**src/rtl/jstk2_spi_master.sv**
```systemverilog
// SPI mode-0 master for the JSTK2 joystick: one CS_n frame of TOTAL_DATA_BYTE bytes, MSB first.
// Optional build macro JSTK2_AUTO_POLL_EN adds a self-start every POLL_CYCLES idle cycles.
module jstk2_spi_master #(
    parameter int TOTAL_DATA_BYTE = 7,
    parameter int DATA_WIDTH      = 8,
    parameter int CLK_DIV         = 50,
    parameter int CS_SETUP_CYCLES = 1500,
    parameter int BYTE_GAP_CYCLES = 1000,
    parameter int CS_HOLD_CYCLES  = 2500,
    parameter int POLL_CYCLES     = 1000000
) (
    input  logic                                  i_clk,
    input  logic                                  i_n_reset,
    input  logic                                  i_start,
    input  logic [TOTAL_DATA_BYTE*DATA_WIDTH-1:0] i_tx_data,
    output logic                                  o_busy,
    output logic                                  o_done,
    output logic                                  o_cs_n,
    output logic                                  o_sclk,
    output logic                                  o_mosi,
    input  logic                                  i_miso,
    output logic [DATA_WIDTH-1:0]                 o_rx_data,
    output logic                                  o_rx_data_valid
);

    localparam int PKT_W   = TOTAL_DATA_BYTE * DATA_WIDTH;
    localparam int MAX_SG  = (CS_SETUP_CYCLES > BYTE_GAP_CYCLES) ? CS_SETUP_CYCLES : BYTE_GAP_CYCLES;
    localparam int MAX_HD  = (CS_HOLD_CYCLES > CLK_DIV) ? CS_HOLD_CYCLES : CLK_DIV;
    localparam int CNT_MAX = (MAX_SG > MAX_HD) ? MAX_SG : MAX_HD;
    localparam int CNT_W   = $clog2(CNT_MAX + 1);
    localparam int BIT_W   = $clog2(DATA_WIDTH + 1);
    localparam int BYTE_W  = $clog2(TOTAL_DATA_BYTE + 1);

    typedef enum logic [2:0] {
        IDLE,
        CS_SETUP,
        SHIFT,
        BYTE_GAP,
        CS_HOLD
    } state_e;

    state_e                  state_q, state_d;
    logic [CNT_W-1:0]        cnt_q, cnt_d;
    logic [BIT_W-1:0]        bit_q, bit_d;
    logic [BYTE_W-1:0]       byte_q, byte_d;
    logic [PKT_W-1:0]        tx_q, tx_d;
    logic [DATA_WIDTH-1:0]   rx_shift_q, rx_shift_d;
    logic [DATA_WIDTH-1:0]   rx_data_q, rx_data_d;
    logic                    rx_valid_q, rx_valid_d;
    logic                    sclk_q, sclk_d;
    logic                    auto_start;
    logic                    start_accept;

`ifdef JSTK2_AUTO_POLL_EN
    localparam int POLL_W = $clog2(POLL_CYCLES + 1);
    logic [POLL_W-1:0] poll_q, poll_d;

    // Idle-time counter; leaving IDLE clears it so each return to IDLE restarts the period.
    assign auto_start = (state_q == IDLE) && (poll_q == POLL_W'(POLL_CYCLES - 1));

    always_comb begin
        poll_d = '0;
        if (state_q == IDLE && !auto_start) poll_d = poll_q + 1'b1;
    end

    always_ff @(posedge i_clk or negedge i_n_reset) begin
        if (!i_n_reset) poll_q <= '0;
        else            poll_q <= poll_d;
    end
`else
    // No poll counter in this build; the period parameter has no effect.
    assign auto_start = 1'b0 & (POLL_CYCLES > 0);
`endif

    assign start_accept = (i_start || auto_start) && (state_q == IDLE);

    // NOTE: sequential state uses non-blocking assignments so every register samples pre-edge values.
    always_ff @(posedge i_clk or negedge i_n_reset) begin
        if (!i_n_reset) begin
            state_q    <= IDLE;
            cnt_q      <= '0;
            bit_q      <= '0;
            byte_q     <= '0;
            tx_q       <= '0;
            rx_shift_q <= '0;
            rx_data_q  <= '0;
            rx_valid_q <= 1'b0;
            sclk_q     <= 1'b0;
        end else begin
            state_q    <= state_d;
            cnt_q      <= cnt_d;
            bit_q      <= bit_d;
            byte_q     <= byte_d;
            tx_q       <= tx_d;
            rx_shift_q <= rx_shift_d;
            rx_data_q  <= rx_data_d;
            rx_valid_q <= rx_valid_d;
            sclk_q     <= sclk_d;
        end
    end

    // NOTE: every next-state signal gets a hold default first so no path infers a latch.
    always_comb begin
        state_d    = state_q;
        cnt_d      = cnt_q;
        bit_d      = bit_q;
        byte_d     = byte_q;
        tx_d       = tx_q;
        rx_shift_d = rx_shift_q;
        rx_data_d  = rx_data_q;
        rx_valid_d = 1'b0;
        sclk_d     = sclk_q;

        unique case (state_q)
            IDLE: begin
                cnt_d  = '0;
                bit_d  = '0;
                byte_d = '0;
                sclk_d = 1'b0;
                if (start_accept) begin
                    state_d = CS_SETUP;
                    tx_d    = i_tx_data;
                end
            end
            CS_SETUP: begin
                if (cnt_q == CNT_W'(CS_SETUP_CYCLES - 1)) begin
                    state_d = SHIFT;
                    cnt_d   = '0;
                end else begin
                    cnt_d = cnt_q + 1'b1;
                end
            end
            SHIFT: begin
                if (cnt_q == CNT_W'(CLK_DIV - 1)) begin
                    cnt_d  = '0;
                    sclk_d = ~sclk_q;
                    if (!sclk_q) begin
                        rx_shift_d = {rx_shift_q[DATA_WIDTH-2:0], i_miso};
                    end else begin
                        // Whole packet shifts as one word, so the next byte's MSB lands on MOSI here.
                        tx_d = {tx_q[PKT_W-2:0], 1'b0};
                        if (bit_q == BIT_W'(DATA_WIDTH - 1)) begin
                            bit_d      = '0;
                            rx_data_d  = rx_shift_q;
                            rx_valid_d = 1'b1;
                            if (byte_q == BYTE_W'(TOTAL_DATA_BYTE - 1)) begin
                                state_d = CS_HOLD;
                            end else begin
                                state_d = BYTE_GAP;
                                byte_d  = byte_q + 1'b1;
                            end
                        end else begin
                            bit_d = bit_q + 1'b1;
                        end
                    end
                end else begin
                    cnt_d = cnt_q + 1'b1;
                end
            end
            BYTE_GAP: begin
                if (cnt_q == CNT_W'(BYTE_GAP_CYCLES - 1)) begin
                    state_d = SHIFT;
                    cnt_d   = '0;
                end else begin
                    cnt_d = cnt_q + 1'b1;
                end
            end
            CS_HOLD: begin
                if (cnt_q == CNT_W'(CS_HOLD_CYCLES - 1)) begin
                    state_d = IDLE;
                    cnt_d   = '0;
                    byte_d  = '0;
                end else begin
                    cnt_d = cnt_q + 1'b1;
                end
            end
            default: state_d = IDLE;
        endcase
    end

    always_comb begin
        o_cs_n          = (state_q == IDLE);
        o_busy          = (state_q != IDLE);
        o_done          = (state_q == CS_HOLD) && (cnt_q == CNT_W'(CS_HOLD_CYCLES - 1));
        o_sclk          = sclk_q;
        o_mosi          = tx_q[PKT_W-1];
        o_rx_data       = rx_data_q;
        o_rx_data_valid = rx_valid_q;
    end

endmodule
```
**config.mk**
```make
export PLATFORM = sky130hd
export DESIGN_NAME = jstk2_spi_master
export DESIGN_NICKNAME = d
export VERILOG_FILES = /design/src/rtl/jstk2_spi_master.sv
export SDC_FILE = /design/constraint.sdc
export NUM_CORES = 1
export LEC_CHECK = 0
export ABC_AREA = 1
export BUFFER_PORTS_ARGS = -buffer_cell sky130_fd_sc_hd__buf_2
export CORE_ASPECT_RATIO = 1.2
export CORE_MARGIN = 8
export CORE_UTILIZATION = 53
export CTS_BUF_LIST = sky130_fd_sc_hd__clkbuf_4 sky130_fd_sc_hd__clkbuf_8 sky130_fd_sc_hd__clkbuf_16
export CTS_CLUSTER_DIAMETER = 150
export DETAILED_ROUTE_END_ITERATION = 6
export PLACE_DENSITY = 0.75
export SETUP_SLACK_MARGIN = 0.2
export SLEW_MARGIN = 30
export SYNTH_ARGS = -nofsm -noshare
export SYNTH_HDL_FRONTEND = slang
export SYNTH_SLANG_ARGS = --single-unit
```
**constraint.sdc**
```tcl
create_clock -name i_clk -period 3.6 [get_ports i_clk]
set_input_delay 0.36 -clock i_clk [delete_from_list [all_inputs] [get_ports i_clk]]
set_output_delay 0.36 -clock i_clk [all_outputs]
set_load 0.01 [all_outputs]
```
* After elaboration in Yosys (flattened, before gate mapping)
Index checks and enable logic that the tools add are counted.
** Operators by class
- Add/sub/neg operators :: 3
- Equality and inequality tests :: 18
- Mux-type cells :: 33
- Bitwise logic cells :: 1
- Reductions and logical operators :: 14
** Operator list (count)
- $mux W56 :: 3
- $pmux W56 S2 :: 1
- $pmux W12 S5 :: 1
- $mux W12 :: 4
- $mux W3 :: 12
- $pmux W3 S5 :: 1
- $ne A2 B2 Y1 const B :: 7
- $add A12 B1 Y12 const B :: 1
- $eq A12 B10 Y1 const B :: 1
- $eq A12 B11 Y1 const B :: 1
- $eq A12 B12 Y1 const B :: 1
- $eq A12 B6 Y1 const B :: 1
- $mux W4 :: 3
- $pmux W3 S3 :: 1
- $pmux W4 S2 :: 1
- $reduce_and A4 Y1 :: 2
- $reduce_and A7 Y1 :: 1
- $eq A3 B2 Y1 const B :: 2
- $eq A3 B3 Y1 const B :: 2
- $reduce_and A3 Y1 :: 2
- $reduce_and A6 Y1 :: 1
- $reduce_bool A3 Y1 :: 2
- $mux W1 :: 5
- $reduce_bool A5 Y1 :: 1
- 11 further kinds :: 12
** Storage, ports and cells
- Register bits after elaboration :: 96
- Bits of input ports :: 60
- Word-level logic and storage cells :: 78

* Depth between registers and ports, before layout
Gate-level depths: netlist of the first run.
- Depth after elaboration :: 6
- Depth in mapped cells :: 11
- Depth with buffers taken out :: 11

* Least setup slack after synthesis of the first run
Ideal clock, no wire load.
- Path type :: reg-to-reg
- Start :: register state_q[1]
- End :: register tx_q[25]
- Library setup time :: 0.116 ns
- Arrival :: 1.534 ns
- Path slack :: 1.950 ns
- Cell stages (with the launch flop) :: 11
- Path buffers :: 2
- Clock period less this slack :: 1.650 ns
- Cells stage by stage :: dfrtp_1 > nor2_1 > inv_1 > nor2_1 > inv_1 > nand2_2 > nand2_2 > buf_6 > buf_6 > nand2_1 > nand2_1
** On the way
- Cells in the longest elaborated chain, start to end :: 4
- Elaborated cells between the ends (all ways) :: 9
** RTL lines
- start: declaration :: RTL line 42 : state_e state_q, state_d;
- start signal: assignment :: RTL line 90 : state_q <= state_d;
- $logic_not A3 Y1 (*)
- via o_cs_n :: RTL line 18 : output logic o_cs_n,
- $logic_and A1 B1 Y1 :: RTL line 75 : assign start_accept = (i_start || auto_start) && (state_q == IDLE);
- $ne A2 B1 Y1 (no line)
- $reduce_and A4 Y1 (no line)
- end signal: assignment :: RTL line 94 : tx_q <= tx_d;
- end: declaration :: RTL line 46 : logic [PKT_W-1:0] tx_q, tx_d;
Mark *: on every way through the listed nets, which the timed path passes. The rest lies on a longest branch.
A chain may end at the register's enable or synchronous reset.

* Final worst setup path of the first run
- Start :: register state_q[2]
- End :: register byte_q[1]
** On the way
- Cells in the longest elaborated chain, start to end :: 3
- Elaborated cells between the ends (all ways) :: 11
** RTL lines
- $eq A3 B2 Y1, or another cell as far along :: RTL line 114 : unique case (state_q)
- $ne A2 B2 Y1 (no line) / $reduce_bool A3 Y1 (equally long branches)
- $reduce_and A6 Y1 (no line)
- end signal: assignment :: RTL line 93 : byte_q <= byte_d;
- end: declaration :: RTL line 45 : logic [BYTE_W-1:0] byte_q, byte_d;
Several ways; a longest one is shown, not always the timed one.

==> results of run 1 <==
[final cells by class]
type | count | share of cell area
inverter | 29 | 0.01911
sequential | 96 | 0.4123
timing repair buffer | 81 | 0.07387
clock inverter | 4 | 0.01310
tap | 123 | 0.02641
multi-input combinational | 553 | 0.4106
clock buffer | 12 | 0.04466
[worst max-delay path, delay by kind of cell, from the launching register on]
| family | cells | cell delay [ns] |
|---|---|---|
| compound gates | 3 | 0.54 |
| buf+inv | 2 | 0.70 |
| flops | 1 | 0.46 |
| simple gates | 3 | 0.76 |
[path summary, 6_finish.rpt]
path                                              from  slack, ns                         to  cells past startpoint
worst max-delay path            state_q[2]$_DFFE_PN0P_       1.01      byte_q[1]$_DFFE_PN0P_                      8
worst min-delay path                            i_miso       0.22  rx_shift_q[0]$_DFFE_PN0P_                      3
worst max register to register  state_q[2]$_DFFE_PN0P_       1.01      byte_q[1]$_DFFE_PN0P_                      8
worst min register to register    tx_q[38]$_DFFE_PN0P_       0.47       tx_q[38]$_DFFE_PN0P_                      2
max in group asynchronous                    i_n_reset       2.35       tx_q[32]$_DFFE_PN0P_                      3
min in group asynchronous                    i_n_reset       0.45       cnt_q[6]$_DFFE_PN0P_                      2
[flip-flops by register name, indices dropped and copies added, names as in the netlist]
| name | flops |
|---|---|
| o_rx_data | 8 |
| byte_q | 3 |
| bit_q | 4 |
| rx_shift_q | 8 |
| o_rx_data_valid | 1 |
| state_q | 3 |
| o_sclk | 1 |
| tx_q | 56 |
| cnt_q | 12 |
[layout by cell type (no fill, tap or decap), types with 3 or more instances in the layout]
cell       count
ha_1           5
o21ai_0       30
o21ai_1        4
a21oi_1       10
nor3_1         8
inv_1         25
nor2_2         4
nand2_2        3
buf_4          8
buf_2         72
clkbuf_16      9
dfrtp_1       96
nor2_1        26
nand2_1      372
nand3_1       73
xor2_1         7
[synthesized netlist by cell type, drive strengths merged]
cell and number:
nand2 375, clkbuf 4, nor2 31, inv 29, xor2 7, o21a 1
nand3 73, buf 32, mux2i 1, nand4 3, a21oi 10, ha 5
o21ai 34, nor3 9, nand3b 1, dfrtp 96, or2 2, nor4 1
[metrics by stage]
step                      std cells  cell area [µm²]  power [mW]  setup slack (ns)    util
after floorplan                 714             5155       2.529             1.950       -
after global placement          881             5478       2.722             1.087  0.5757
after detailed placement        881             5480       2.775             1.046  0.5759
after CTS                       898             5827       3.861             1.012  0.6124
after global routing            898             5827       4.119            0.7712  0.6124
final                           898             5827       3.835             1.011  0.6124
[cell families (layout without fill, tap and decap cells)]
family,count (synthesis),count (layout),synth area share
adders and majority gates,5,5,0.01214
and+or+nand+nor,495,495,0.3939
AOI/OAI and AO/OA,45,45,0.04418
muxes,1,1,0.001942
xor gates and xnor gates,7,7,0.01189
buffers and inverters,65,126,0.06990
DFF,96,96,0.4660
[what timing repair did]
item	4_1_cts	5_1_grt
gates resized for setup	0	0
hold endpoints to repair	21	0
buffers inserted	0	0
hold buffers	1	0
[routing by layer]
metal	global-route usage	vias to the layer above	wire, µm
met2	0.3391	123	6169
li1	-	2345	-
met5	0	-	0
met4	0.06344	0	168
met1	0.2293	2204	5233
met3	0.03986	14	592
[report_power, final]
group	internal [mW]	switching [mW]	total, mW
logic	0.363	0.766	1.13
clock network	0.656	0.407	1.06
registers	1.42	0.223	1.64
total	2.44	1.40	3.84
==> results by group, run 1 <==
GRT
  – Largest net degree at the start of global routing: 68
  – Vias in the first global route: 4,647
  – First-pass GRT wire length: 20,840 µm
  – Total grt overflow: 0
  – Total track usage: 0.1920
  – Initial antenna violation count: 0

Synthesis
  – Yosys reg bits: 96
  – Post-Synthesis Cell Area: 5155 µm²
  – Ys Warns: 0
  – Yosys top cell area share: 0.4660
  – Mean Syn Cell Area: 7.220 µm²
  – Post-Syn Nets: 779
  – Sequential share of the synthesized area: 0.4660
  – Distinct cell type count after synthesis: 28
  – Syn Inst Count: 714
  – Leading area contributor after synthesis: dfrtp_1
  – Synth top area cells: dfrtp_1 47%, nand2_1 27%, nand3_1 7.1%

Placed design
  – RePlAce Congestion: 0.9146
  – DP HPWL: 8101 µm
  – IO Port Bufs: 73

Setup path
  – Critical path's largest stage delay: 0.50 ns
  – Critical path arrival: around 2.8 ns
  – CP Class: reg -> reg
  – Crit-path cells: nor3_4 > buf_4 > buf_4 > o21ai_0 > o21ai_1 > nand2_1 > nand2_1 > o21ai_1
  – Critical path fanouts, max: 47
  – CP max-delay cell: nor3_4
  – Crit start category: register
  – CP Data Required Time: between 3 and 4 ns
  – CP Capture Type: register

Drt
  – Vias: 4,686
  – Routed WL per cell: 13.55 µm
  – DRT Pass-1 Iters: 5
  – Antenna Nets Post-Route: 0
  – Via density: about 5.2
  – Wirelength, routed: 12,160 µm
  – DRC violation count after routing: 0
  – Initial DRC count: 300

Final layout
  – Seq. cell area: 2402 µm²
  – N_diodes: 0
  – # fillers: 885
  – Layout Nets: 835
  – Proportion of layout cells with a drive suffix above 1: 0.1419
  – Multi-input logic area: around 2400 µm²
  – Area grow syn2layout: 13.03%

STA
  – Final min period: 2.589 ns
  – Fin crit share: 0.7193
  – Relative slew margins: 0.5715
  – Worst Max-Slew Pin Slew: between 0.6 and 0.7 ns
  – Max Slew Vio Count: 0
  – Worst clock skew: about 0.0069 ns
  – Final hold slack: around 0.22 ns
  – Post-route setup TNS: 0 ns
  – # setup viols final: 0
  – Fmax: 386.2 MHz
  – RSZ-0062 raised after global routing: no
  – Fin. Hold Viols: 0

Pwr
  – Pleak: 3.210 nW
  – PwrDens: about 660 nW/µm²
  – Max VDD drop: about 0.00033 V

Clock network
  – Later-pin clock latency in the skew report: 0.34 ns
  – Sink Count: 96
  – CTS tree: built
  – Num CTS Buffers: 9
  – Clock tree buffer depth: 2
  – Root Buffer: clkbuf_16
  – H-Tree Depth: 3
  – Reg clk slew, reported paths: 0.07 ns

Status
  – Status: completed

Floorplanning
  – Chip Height: approximately 120 µm
  – Die area: 13,150 µm²
  – FP Rows: 39
  – IO Pins: 74
  – Core ar.: 9515 µm²
  – Initial core utilization: 0.5417
  – Die X: roughly 110 µm

Flow run
  – Max-cap violations: 0

Hold path
  – Type of the worst min-delay path: in -> reg
Note: power is estimated with default switching activity, not from simulation.
==> run 2, diff against run 1 <==
--- a/config.mk
+++ b/config.mk
@@ -9,11 +9,11 @@
 export BUFFER_PORTS_ARGS = -buffer_cell sky130_fd_sc_hd__buf_2
 export CORE_ASPECT_RATIO = 1.2
 export CORE_MARGIN = 8
-export CORE_UTILIZATION = 53
+export CORE_UTILIZATION = 52
 export CTS_BUF_LIST = sky130_fd_sc_hd__clkbuf_4 sky130_fd_sc_hd__clkbuf_8 sky130_fd_sc_hd__clkbuf_16
 export CTS_CLUSTER_DIAMETER = 150
 export DETAILED_ROUTE_END_ITERATION = 6
-export PLACE_DENSITY = 0.75
+export PLACE_DENSITY = 0.76
 export SETUP_SLACK_MARGIN = 0.2
 export SLEW_MARGIN = 30
 export SYNTH_ARGS = -nofsm -noshare
==> constraint.sdc (replaced) <==
create_clock -name i_clk -period 2.16 [get_ports i_clk]
set_input_delay 0.216 -clock i_clk [delete_from_list [all_inputs] [get_ports i_clk]]
set_output_delay 0.216 -clock i_clk [all_outputs]
set_load 0.01 [all_outputs]
==> run 2 against run 1 <==
Compared with the run above: hold slack lost 0.13 ns; clock-buffer cell count fell by 1; final cell count rose by 1.9%; sequential power is 68% higher; via count increased by 1.5%; die area rose by 1.7%; wire length is 0.35% higher; worst setup slack got worse by 0.71 ns; core utilization is 0.078 points higher; sequential cell count did not move; critical endpoint is now o_done; highest routed layer unchanged.
==> results by group, run 2 (synthesized netlist as in run 1, its figures left out) <==
Setup path
  – CP Capture Type: primary output (was register)
  – R2R depth: 10 (was 8)
  – Critical path fanouts, max: 5 (was 47)
  – Reg2Reg Setup Slack: 0.35 ns (was 1.01 ns)
  – Crit start category: register (unchanged)
  – Worst Setup EP: o_done (was byte_q[1]$_DFFE_PN0P_)
  – Crit-path cells: ha_4 > nand2_1 > nor2_1 > nand2_1 > nor4_2 > buf_2 (was nor3_4 > buf_4 > buf_4 > o21ai_0 > o21ai_1 > nand2_1 > nand2_1 > o21ai_1)
  – Critical path's largest stage delay: 0.42 ns (was 0.50 ns)
  – CP Data Required Time: 1.94 ns (was 3.82 ns)
  – Cell mode on critical path: nand2_1
  – CP Class: reg -> out (was reg -> reg)
  – Crit path depth: 6 (was 8)
  – CP bufs+invs: 1 (was 2)
  – FF-to-FF End: tx_q[37]$_DFFE_PN0P_ (was byte_q[1]$_DFFE_PN0P_)
  – CP max-delay cell: dfrtp_1 (was nor3_4)
  – Reg2reg start: state_q[1]$_DFFE_PN0P_ (was state_q[2]$_DFFE_PN0P_)
  – Worst setup path start: cnt_q[1]$_DFFE_PN0P_ (was state_q[2]$_DFFE_PN0P_)
  – Crit-path leading delay family: simple AND/OR/NAND/NOR gates (unchanged)
  – Critical path arrival: 1.64 ns (was 2.81 ns)

Drt
  – Initial DRC count: 253 (was 300)
  – DRT Pass-1 Iters: 5 (unchanged)
  – DRC violation count after routing: 0 (unchanged)
  – Via density: 5.197 (was 5.218)
  – Wirelength, routed: 12,210 µm (was 12,160 µm)
  – Routed WL per cell: 13.34 µm (was 13.55 µm)
  – Antenna Nets Post-Route: 0 (unchanged)
  – Vias: 4,755 (was 4,686)

Pwr
  – PwrDens: 1087 nW/µm² (was 658.2 nW/µm²)
  – Pleak: 3.307 nW (was 3.210 nW)
  – PnR Total Power: 6.538 mW (was 3.835 mW)
  – Max VDD drop: 0.0005292 V (was 0.0003263 V)

Clock network
  – H-Tree Depth: 3 (unchanged)
  – Root Buffer: clkbuf_16 (unchanged)
  – Sink Count: 96 (unchanged)
  – Num CTS Buffers: 9 (unchanged)
  – CTS tree: built (unchanged)
  – Clock tree buffer depth: 2 (unchanged)
  – Reg clk slew, reported paths: 0.06 ns (was 0.07 ns)
  – Later-pin clock latency in the skew report: 0.34 ns (about the same)

Hold path
  – Hold path startpoint: i_miso (unchanged)
  – Type of the worst min-delay path: in -> reg (unchanged)

STA
  – Relative slew margins: 0.7158 (was 0.5715)
  – # setup viols final: 0 (unchanged)
  – Fin. Hold Viols: 0 (unchanged)
  – Final hold slack: 0.08495 ns (was 0.2156 ns)
  – Post-route setup TNS: 0 ns (unchanged)
  – Final min period: 1.858 ns
  – Worst clock skew: 0.006610 ns (was 0.006870 ns)
  – Max Slew Vio Count: 0 (unchanged)
  – RSZ-0062 raised after global routing: yes (was no)
  – Fmax: about 540 MHz
  – Worst Max-Slew Pin Slew: 0.4250 ns (was 0.6421 ns)
  – Fin crit share: 0.8604

Final layout
  – Proportion of layout cells with a drive suffix above 1: 0.1648 (was 0.1419)
  – Most frequent cells in the layout: 372 x nand2_1, 94 x dfrtp_1, 73 x nand3_1 (was 372 x nand2_1, 96 x dfrtp_1, 73 x nand3_1)
  – Commonest non-fill, non-tap cell in the layout: nand2_1 (unchanged)
  – Biggest regs: tx_q x56, cnt_q x12 (unchanged)
  – Layout Utilization: 0.6131 (was 0.6124)
  – Layout Nets: 849 (was 835)
  – Area grow syn2layout: 16.67% (was 13.03%)
  – Most flops, register: tx_q (unchanged)
  – Fin cells: 915 (was 898)
  – N_diodes: 0 (unchanged)
  – Max reg flops: 56 (unchanged)

Floorplanning
  – Die X: 106.9 µm (was 106.0 µm)
  – IO Pins: 74 (unchanged)
  – Chip Height: 125.1 µm (was 124.0 µm)
  – Die area: 13,370 µm² (was 13,150 µm²)
  – Core ar.: 9809 µm² (was 9515 µm²)
  – Initial core utilization: 0.5255 (was 0.5417)
  – FP Rows: 40 (was 39)

Placed design
  – DP HPWL: 8426 µm (was 8101 µm)
  – RePlAce Congestion: 0.9191 (was 0.9146)
  – Inst Count DP: 893 (was 881)
  – IO Port Bufs: 73 (unchanged)

GRT
  – Vias in the first global route: 4,578 (was 4,647)
  – Initial antenna violation count: 0 (unchanged)
  – First-pass GRT wire length: 20,720 µm (was 20,840 µm)
  – Total grt overflow: 0 (unchanged)
  – Largest net degree at the start of global routing: 54 (was 68)
  – Total track usage: 0.1853 (was 0.1920)

Flow run
  – Max-cap violations: 0 (unchanged)

Status
  – Status: completed (unchanged)
-- run 2: worst min-delay path by stage --
stage | end | slack, ns | cells past startpoint
after floorplan | bit_q[0]$_DFFE_PN0P_ | -0.08 | 0
after CTS | rx_shift_q[0]$_DFFE_PN0P_ | 0.08 | 3
after global placement | cnt_q[9]$_DFFE_PN0P_ | 0.12 | 1
after global routing | rx_shift_q[0]$_DFFE_PN0P_ | 0.09 | 3
final | rx_shift_q[0]$_DFFE_PN0P_ | 0.08 | 3
after detailed placement | cnt_q[6]$_DFFE_PN0P_ | 0.13 | 1
-- run 2: power breakdown --
part           switching (mW)  total, mW  internal [mW]
logic                    1.29       2.03          0.739
clock network           0.675       1.75           1.08
registers               0.384       2.76           2.37
total                    2.35       6.54           4.19
-- run 2: repair_timing --
action,CTS,global route
buffers inserted,0,5
pin swaps,0,2
endpoints found under the hold margin,19,0
endpoints found under the setup margin,1,63
hold buffers,1,0
resized for setup,1,10
-- run 2: stage by stage --
step	setup WS, ns	area (µm²)
global placement	0.2724	5599
global route	0.1978	6015
CTS	0.2155	5947
floorplan	0.5099	5155
finish	0.3016	6015
detailed placement	0.2535	5599
-- run 2: worst register-to-register path: stages (launching register included) --
cell,delay (ns)
dfrtp_2,0.44
nor2_1,0.19
inv_1,0.12
nor2_1,0.19
nand2_1,0.10
nand2_1,0.08
clkinv_1,0.12
nand2_2,0.16
buf_12,0.20
nand2_1,0.09
nand2_1,0.06
-- run 2: final cells by class --
type                       count  area, µm²
clock buffer                  11      252.7
clock inverter                 5      78.83
fill                         929       3795
inverter                      29      111.4
multi-input combinational    553       2416
sequential                    96       2405
tap                          126      157.7
timing repair buffer          95      593.1
-- run 2: metal layers --
layer,wire (µm),vias up,global-route usage
li1,-,2371,-
met4,206,0,0.06473
met3,650,17,0.04214
met1,5357,2243,0.2283
met5,0,-,0
met2,5993,124,0.3089
==> run 3, diff against run 2 <==
==> constraint.sdc (replaced) <==
create_clock -name i_clk -period 2.16 [get_ports i_clk]
set_input_delay 0.216 -clock i_clk [delete_from_list [all_inputs] [get_ports i_clk]]
set_output_delay 0.216 -clock i_clk [all_outputs]
set_load 0.02 [all_outputs]
==> run 3 against run 2 <==
Compared with the run above: largest cell class unchanged; die area unchanged; core utilization did not move; via count unchanged; clock power is essentially flat; final cell count unchanged.
==> results by group, run 3 (synthesized netlist as in run 1, its figures left out) <==
Drt
  – Wirelength, routed: 12,220 µm (was 12,210 µm)
  – Antenna Nets Post-Route: 0 (unchanged)
  – Initial DRC count: 258 (was 253)
  – Routed WL per cell: 13.35 µm (was 13.34 µm)
  – DRT Pass-1 Iters: 5 (unchanged)
  – Vias: 4,755 (unchanged)
  – Via density: 5.197 (unchanged)
  – DRC violation count after routing: 0 (unchanged)

Clock network
  – Later-pin clock latency in the skew report: 0.34 ns (about the same)
  – Reg clk slew, reported paths: 0.06 ns (about the same)
  – Sink Count: 96 (unchanged)
  – Root Buffer: clkbuf_16 (unchanged)
  – H-Tree Depth: 3 (unchanged)
  – Num CTS Buffers: 9 (unchanged)
  – Clock tree buffer depth: 2 (unchanged)
  – CTS tree: built (unchanged)

STA
  – Fmax: 534.7 MHz (was 538.1 MHz)
  – Max Slew Vio Count: 0 (unchanged)
  – Post-route setup TNS: 0 ns (unchanged)
  – Worst clock skew: 0.006406 ns (was 0.006610 ns)
  – Relative slew margins: 0.7048 (was 0.7158)
  – Worst Max-Slew Pin Slew: 0.4412 ns (was 0.4250 ns)
  – Fin. Hold Viols: 0 (unchanged)
  – # setup viols final: 0 (unchanged)
  – Final min period: 1.870 ns (was 1.858 ns)
  – RSZ-0062 raised after global routing: no (was yes)
  – Fin crit share: 0.8659 (was 0.8604)

Setup path
  – CP Capture Type: primary output (unchanged)
  – Critical path arrival: 1.65 ns (was 1.64 ns)
  – Critical path fanouts, max: 5 (unchanged)
  – Crit start category: register (unchanged)
  – CP Class: reg -> out (unchanged)
  – CP Data Required Time: 1.94 ns (about the same)

GRT
  – First-pass GRT wire length: 20,720 µm (unchanged)
  – Largest net degree at the start of global routing: 54 (unchanged)
  – Initial antenna violation count: 0 (unchanged)
  – Vias in the first global route: 4,578 (unchanged)
  – M1 GR Usage: 0.2283 (unchanged)
  – Met3 usage: 0.04214 (unchanged)
  – Total grt overflow: 0 (unchanged)
  – GRT busiest layer: met2 (unchanged)
  – Total track usage: 0.1853 (unchanged)
  – Met2 usage: 0.3089 (unchanged)

Status
  – Status: completed (unchanged)

Final layout
  – Seq. cell area: 2405 µm² (unchanged)
  – Multi-input logic area: 2414 µm² (was 2416 µm²)
  – Biggest regs: tx_q x56, cnt_q x12 (unchanged)
  – Proportion of layout cells with a drive suffix above 1: 0.1635 (was 0.1648)
  – Max reg flops: 56 (unchanged)
  – # fillers: 928 (was 929)
  – Most frequent cells in the layout: 372 x nand2_1, 94 x dfrtp_1, 73 x nand3_1 (unchanged)
  – Area grow syn2layout: 16.67% (unchanged)
  – Commonest non-fill, non-tap cell in the layout: nand2_1 (unchanged)
  – Most flops, register: tx_q (unchanged)
  – N_diodes: 0 (unchanged)
  – Layout Nets: 849 (unchanged)

Floorplanning
  – Core ar.: 9809 µm² (unchanged)
  – FP Rows: 40 (unchanged)
  – Die X: 106.9 µm (unchanged)
  – IO Pins: 74 (unchanged)
  – Die area: 13,370 µm² (unchanged)
  – Initial core utilization: 0.5255 (unchanged)
  – Chip Height: 125.1 µm (unchanged)

Pwr
  – Max VDD drop: 0.0005292 V (about the same)
  – PwrDens: 1090 nW/µm² (was 1087 nW/µm²)
  – Pleak: 3.307 nW (about the same)
  – PnR Total Power: 6.558 mW (was 6.538 mW)

Placed design
  – RePlAce Congestion: 0.9191 (unchanged)
  – DP HPWL: 8426 µm (unchanged)
  – IO Port Bufs: 73 (unchanged)

Flow run
  – Max-cap violations: 0 (unchanged)

Hold path
  – Type of the worst min-delay path: in -> reg (unchanged)
## run 3: path summary, 6_finish.rpt
| check | slack [ns] | startpoint | end | cells past startpoint |
|---|---|---|---|---|
| worst min register to register | 0.47 | tx_q[19]$_DFFE_PN0P_ | tx_q[19]$_DFFE_PN0P_ | 2 |
| worst max register to register | 0.33 | state_q[2]$_DFFE_PN0P_ | cnt_q[4]$_DFFE_PN0P_ | 6 |
| max in group asynchronous | 1.24 | i_n_reset | tx_q[29]$_DFFE_PN0P_ | 3 |
| worst min-delay path | 0.08 | i_miso | rx_shift_q[0]$_DFFE_PN0P_ | 3 |
| worst max-delay path | 0.29 | cnt_q[1]$_DFFE_PN0P_ | o_done | 6 |
| min in group asynchronous | 0.30 | i_n_reset | cnt_q[6]$_DFFE_PN0P_ | 2 |
## run 3: routing by layer
layer / share of wire / up-vias
met5: 0 / -
met4: 0.017 / 0
met3: 0.053 / 17
met2: 0.49 / 122
met1: 0.44 / 2245
li1: - / 2371
## run 3: layout make-up
class	count	area share
clock inverter	5	0.01311
sequential	96	0.3998
timing repair buffer	95	0.09902
multi-input combinational	553	0.4013
clock buffer	11	0.04202
inverter	29	0.01851
tap	126	0.02621
## run 3: timing repair
| item | CTS | global route |
|---|---|---|
| gates resized for setup | 3 | 8 |
| buffers inserted | 0 | 5 |
| endpoints found under the hold margin | 19 | 0 |
| setup endpoints to repair | 1 | 62 |
| pin swaps | 0 | 2 |
| hold buffers | 1 | 0 |
## run 3: metrics by stage
step / std cells / worst slack [ns] / cell area (µm²) / hold WS (ns) / util
floorplan: 714 / 0.2641 / 5155 / -0.07959 / -
finish: 915 / 0.2897 / 6015 / 0.08354 / 0.6131
CTS: 910 / 0.2229 / 5952 / 0.07502 / 0.6068
global placement: 893 / 0.2724 / 5599 / 0.1240 / 0.5708
global route: 915 / 0.2004 / 6015 / 0.08836 / 0.6131
detailed placement: 893 / 0.2535 / 5599 / 0.1283 / 0.5708
## run 3: worst max-delay path: stages, from the launching register on
cell and delay [ns]:
dfrtp_1 0.42, ha_4 0.18, nand2_1 0.10, nor2_1 0.14, nand2_1 0.08, nor4_2 0.20
buf_4 0.20
## run 3: power by group
| part | internal, mW | switching, mW |
|---|---|---|
| Clock | 1.08 | 0.676 |
| Combinational | 0.739 | 1.31 |
| Sequential | 2.37 | 0.385 |
